### src/rtl/io_bus_bridge_multi.sv
// Avalon-MM slave bridge that splits 32-bit word accesses into byte transfers on one of
// g_ports 8-bit I/O buses, with per-byte ack timeout and synchronised IRQ aggregation.
module io_bus_bridge_multi #(
  parameter int g_ports      = 2,
  parameter int g_addr_width = 20,
  parameter int g_timeout    = 255,
  localparam int C_SEL = (g_ports > 1) ? $clog2(g_ports) : 1
) (
  input  logic                              sys_clock_clk,
  input  logic                              sys_reset_reset_n,
  input  logic [C_SEL+g_addr_width-3:0]     avs_address,
  input  logic                              avs_read,
  input  logic                              avs_write,
  input  logic [3:0]                        avs_byteenable,
  input  logic [31:0]                       avs_writedata,
  output logic [31:0]                       avs_readdata,
  output logic                              avs_waitrequest,
  output logic [g_ports*g_addr_width-1:0]   io_address,
  output logic [g_ports-1:0]                io_read,
  output logic [g_ports-1:0]                io_write,
  output logic [g_ports*8-1:0]              io_wdata,
  input  logic [g_ports*8-1:0]              io_rdata,
  input  logic [g_ports-1:0]                io_ack,
  input  logic [g_ports-1:0]                io_irq,
  output logic                              irq,
  output logic [g_ports-1:0]                irq_status,
  output logic                              timeout_flag,
  input  logic                              timeout_clr
);
  localparam int WW = g_addr_width - 2;

  typedef enum logic [1:0] {IDLE, ISSUE, WAIT, DONE} state_t;

  state_t             state_reg, state_next;
  logic [C_SEL-1:0]   sel_reg, sel_next, req_sel;
  logic [WW-1:0]      word_reg, word_next, req_word;
  logic [3:0]         pend_reg, pend_next, rem;
  logic [1:0]         lane_reg, lane_next;
  logic [31:0]        wdata_reg, wdata_next;
  logic               wr_reg;
  logic [15:0]        cnt_reg;
  logic [31:0]        rdata_reg;
  logic               flag_reg;
  logic [g_ports-1:0] sync1_reg, sync2_reg;
  logic               irq_reg;
  logic               req, req_ok, ack_sel, timed_out, lane_finish;
  logic [7:0]         rdata_sel;

  function automatic logic [1:0] lowest(input logic [3:0] m);
    if (m[0]) return 2'd0;
    if (m[1]) return 2'd1;
    if (m[2]) return 2'd2;
    return 2'd3;
  endfunction

  assign req_sel  = avs_address[C_SEL+WW-1 -: C_SEL];
  assign req_word = avs_address[WW-1:0];
  assign req      = avs_read | avs_write;
  assign req_ok   = int'(req_sel) < g_ports;

  always_comb begin
    ack_sel   = 1'b0;
    rdata_sel = 8'h00;
    for (int p = 0; p < g_ports; p++) begin
      if (int'(sel_reg) == p) begin
        ack_sel   = io_ack[p];
        rdata_sel = io_rdata[p*8 +: 8];
      end
    end
  end

  // An ack arriving on the last allowed wait cycle still wins over the timeout.
  assign timed_out   = (state_reg == WAIT) && !ack_sel && (cnt_reg == 16'(g_timeout - 1));
  assign lane_finish = (state_reg == WAIT) && (ack_sel || timed_out);
  assign rem         = pend_reg & ~(4'b0001 << lane_reg);

  always_comb begin
    state_next = state_reg;
    pend_next  = pend_reg;
    lane_next  = lane_reg;
    sel_next   = sel_reg;
    word_next  = word_reg;
    wdata_next = wdata_reg;
    case (state_reg)
      IDLE: begin
        if (req) begin
          sel_next   = req_sel;
          word_next  = req_word;
          wdata_next = avs_writedata;
          pend_next  = avs_byteenable;
          lane_next  = lowest(avs_byteenable);
          state_next = (avs_byteenable != 4'h0 && req_ok) ? ISSUE : DONE;
        end
      end
      ISSUE: state_next = WAIT;
      WAIT: begin
        if (lane_finish) begin
          pend_next  = rem;
          lane_next  = lowest(rem);
          state_next = (rem != 4'h0) ? ISSUE : DONE;
        end
      end
      default: state_next = IDLE;
    endcase
  end

  always_ff @(posedge sys_clock_clk or negedge sys_reset_reset_n) begin
    if (!sys_reset_reset_n) begin
      state_reg <= IDLE;
      sel_reg   <= '0;
      word_reg  <= '0;
      pend_reg  <= '0;
      lane_reg  <= '0;
      wdata_reg <= '0;
      wr_reg    <= 1'b0;
      cnt_reg   <= '0;
      rdata_reg <= '0;
      flag_reg  <= 1'b0;
    end else begin
      state_reg <= state_next;
      sel_reg   <= sel_next;
      word_reg  <= word_next;
      pend_reg  <= pend_next;
      lane_reg  <= lane_next;
      wdata_reg <= wdata_next;
      if (state_reg == IDLE && req) begin
        wr_reg <= avs_write;
        // Reads to a non-existent port complete at once with 0xFF on enabled lanes.
        for (int i = 0; i < 4; i++)
          rdata_reg[i*8 +: 8] <= (!avs_write && !req_ok && avs_byteenable[i]) ? 8'hFF : 8'h00;
      end
      if (state_reg == ISSUE)
        cnt_reg <= '0;
      else if (state_reg == WAIT)
        cnt_reg <= cnt_reg + 16'd1;
      if (lane_finish && !wr_reg)
        rdata_reg[{lane_reg, 3'b000} +: 8] <= timed_out ? 8'hFF : rdata_sel;
      if (timed_out)
        flag_reg <= 1'b1;
      else if (timeout_clr)
        flag_reg <= 1'b0;
    end
  end

  for (genvar gi = 0; gi < g_ports; gi++) begin : g_port
    logic [g_addr_width-1:0] addr_hold;
    logic [7:0]              wdata_hold;

    always_ff @(posedge sys_clock_clk or negedge sys_reset_reset_n) begin
      if (!sys_reset_reset_n) begin
        addr_hold  <= '0;
        wdata_hold <= '0;
      end else if (state_next == ISSUE && int'(sel_next) == gi) begin
        addr_hold  <= {word_next, lane_next};
        wdata_hold <= wdata_next[{lane_next, 3'b000} +: 8];
      end
    end

    assign io_address[gi*g_addr_width +: g_addr_width] = addr_hold;
    assign io_wdata[gi*8 +: 8] = wdata_hold;
    assign io_read[gi]  = (state_reg == ISSUE) && !wr_reg && (int'(sel_reg) == gi);
    assign io_write[gi] = (state_reg == ISSUE) &&  wr_reg && (int'(sel_reg) == gi);
  end

  always_ff @(posedge sys_clock_clk or negedge sys_reset_reset_n) begin
    if (!sys_reset_reset_n) begin
      sync1_reg <= '0;
      sync2_reg <= '0;
      irq_reg   <= 1'b0;
    end else begin
      sync1_reg <= io_irq;
      sync2_reg <= sync1_reg;
      irq_reg   <= |sync2_reg;
    end
  end

  assign avs_waitrequest = (state_reg != DONE);
  assign avs_readdata    = rdata_reg;
  assign timeout_flag    = flag_reg;
  assign irq_status      = sync2_reg;
  assign irq             = irq_reg;
endmodule
### config.mk
export PLATFORM = sky130hd
export DESIGN_NAME = io_bus_bridge_multi
export DESIGN_NICKNAME = d
export VERILOG_FILES = /design/src/rtl/io_bus_bridge_multi.sv
export SDC_FILE = /design/constraint.sdc
export NUM_CORES = 1
export LEC_CHECK = 0
export ABC_AREA = 1
export CAP_MARGIN = 20
export CORE_ASPECT_RATIO = 0.75
export CORE_MARGIN = 4
export CORE_UTILIZATION = 40
export CTS_BUF_LIST = sky130_fd_sc_hd__clkbuf_2 sky130_fd_sc_hd__clkbuf_4 sky130_fd_sc_hd__clkbuf_8
export DETAILED_ROUTE_END_ITERATION = 10
export DONT_BUFFER_PORTS = 1
export HOLD_SLACK_MARGIN = 0.12
export SLEW_MARGIN = 10
export SYNTH_ARGS = -nofsm -noshare
export SYNTH_HDL_FRONTEND = slang
export SYNTH_SLANG_ARGS = --single-unit
export TNS_END_PERCENT = 5
### constraint.sdc
create_clock -name sys_clock_clk -period 7.1 [get_ports sys_clock_clk]
set_input_delay 0 -clock sys_clock_clk [delete_from_list [all_inputs] [get_ports sys_clock_clk]]
set_output_delay 0 -clock sys_clock_clk [all_outputs]
set_load 0.01 [all_outputs]
==> run metrics <==
synth cell count leaders nand2_1 (426), dfrtp_1 (170), nor2_1 (51); reg-to-reg startpoint state_reg[1]; Slew HR 40.5%; post-synthesis register bit count 170; initial DRC count 410; period utilization 56.8%; IO buf count 0; ANT cells 0; FF-to-FF End g_port[1].wdata_hold[0]; Slew Limit Fails 0; DRC 0; EDFF count, synth 0; Final Cell Area 9020 um2; register area 4250 um2; die area 21200 um2; RSZ-0062 raised after global routing no; R2R setup slack 3070 ps; number of flip-flops in the largest register 40; Setup Buffers After CTS 0; IO Count 177; slowest stage cell, crit path inv_2; crit-path max cell delay 690 ps; Die X 167 um; synth top area cells dfrtp_1 (56%), nand2_1 (21%), nand3_1 (3.2%), nor2_1 (2.5%), ha_1 (2.5%); Worst-Margin Slew 893 ps; fmax 248 MHz; Synth async-reset ratio 100%; Hold Crit Depth 5; hold_buf cts 87; vias in the first global route 5881; Setup crit end kind register; cell with the most instances after synthesis nand2_1; Clock Root Buffer clkbuf_8; Area Growth Syn to Fin 19.2%; layout cell share with drive strength beyond 1 6.06%; nets 1072; CTS max path bufs 2; Initial Util 40.9%; CTS tree yes; Post-Route WL 20400 um; GP Congestion 0.796; Synth cell types 34; Rows 43; Worst R2R Path Depth 13; area of the multi-input gates 2960 um2; H-tree depth 4; core box area 18500 um2; Mapped Area 7560 um2; post-DR vias/cell 4.97; Final ANT Viol Nets 0; Final Instance Count excl. Fillers 1237; Synth area leader dfrtp_1; DP Wirelength 13600 um; crit-path cells inv_1 -> ha_1 -> inv_1 -> nor2_4 -> buf_4 -> inv_2 -> nand2_1 -> o21ai_0 -> inv_1 -> nand3_2 -> inv_2 -> nand3_1 -> nand2_1; gr usage total 19.1%; Setup Skew 17.8 ps; GRT overflow 0; post-synth top area share 56.3%; Worst VDD drop 0.000166 V; pwr dens 414 nW/um2; worst min path class in -> reg; placed cells 1118; DRT Pass-1 Iters 5; status completed; clock buffer count from CTS 17; Top cell by count, worst path inv_1; WS Path Type reg -> reg; Post-Syn Nets 1000; CP required 7490 ps; Clock Latency Late Sink 460 ps; Critical Path AT 4420 ps; Critical Path Start state_reg[1]; antenna violations before repair 0; Min-Delay Endpoint avs_readdata[7]; CTS Sinks 170; post-CTS sizing 0; most used flip-flop cell after synthesis dfrtp_1; sequential area share after synthesis 56.3%; routed length per instance 16.5 um; Leak 4.53 nW; max cap viols 0; Syn. warnings 0; Die Y 127 um; Vias 6147; syn avg cell area 8.36 um2; clock period minus worst slack 4030 ps; clock transition at the registers of the reported paths 100 ps; first-pass GRT wire length 32400 um; min-delay src io_ack[0]; Hold Fails Final Rpt 0; Mapped Cells 905; placed standard-cell area 7710 um2; largest net degree at the start of global routing 171; crit path max fanout 30; setup violators final 0; setup_tns 0 ps; # fillers 1789; critical path launch point type register
==> worst max path at each step <==
stage                                         end  cells past startpoint
after floorplan           g_port[0].addr_hold[10]                     16
after global placement    g_port[1].wdata_hold[3]                     13
after detailed placement  g_port[1].wdata_hold[0]                     13
after CTS                 g_port[1].wdata_hold[0]                     13
after global routing      g_port[1].wdata_hold[0]                     13
final                     g_port[1].wdata_hold[0]                     13
==> area by class of cell <==
cell class | count | area share (%)
tap | 247 | 3.43
multi-input combinational | 655 | 32.9
sequential | 170 | 47.2
timing repair buffer | 89 | 10.0
clock buffer | 19 | 2.83
clock inverter | 13 | 1.85
inverter | 44 | 1.83
==> cells by family after synthesis <==
kind of cell               share of synthesized area [%]
xor gates and xnor gates                           0.116
and+or+nand+nor                                     30.7
AOI/OAI and AO/OA                                   5.34
buffers and inverters                               4.62
DFF                                                 56.3
muxes                                              0.447
adders and majority gates                           2.48
==> cells in the final DEF (no fill, tap or decap), types with 5 or more instances in the layout <==
cell / Yosys / routed
nand2_1: 426 / 426
o21ai_0: 17 / 17
dfrtp_1: 170 / 170
nor2_1: 51 / 51
inv_1: 41 / 40
clkbuf_8: 0 / 18
nand4_1: 17 / 17
dlygate4sd3_1: 0 / 86
ha_1: 15 / 15
o22ai_1: 25 / 25
a21oi_1: 13 / 13
nand3_2: 5 / 5
nor3_1: 8 / 8
nand3_1: 49 / 49
==> through the flow <==
step                      hold slack, ps  worst slack, ps  util (%)  power (mW)
after floorplan                     -296             4750         -        2.56
after global placement              -291             3190      41.6        2.89
after detailed placement            -291             3000      41.6        2.91
after CTS                            132             3000      48.7        3.75
after global routing                 199             2580      48.7        4.03
final                                149             3070      48.7        3.73
==> critical path: cells and delay by family (launching register included) <==
kind	cells	cell delay, ps
and+or+nand+nor	5	1460
buffers and inverters	6	1660
adders and majority gates	1	230
DFF	1	450
AOI/OAI and AO/OA	1	160
==> where the power goes <==
group | internal [mW] | total (mW) | switching, mW | leakage, nW
clock | 0.364 | 0.736 | 0.371 | 0.207
sequential | 1.29 | 1.56 | 0.266 | 2.19
combinational | 0.452 | 1.44 | 0.986 | 2.13
total | 2.11 | 3.73 | 1.62 | 4.53
==> per-layer routing <==
layer | part of all wire, % | wire, um | track usage (%)
met5 | 0 | 0 | 0
met1 | 48 | 9770 | 26.9
met2 | 45 | 9140 | 29.5
met4 | 1.1 | 218 | 4.47
met3 | 6.4 | 1310 | 5.75
Power figures use the tool's default switching activity.
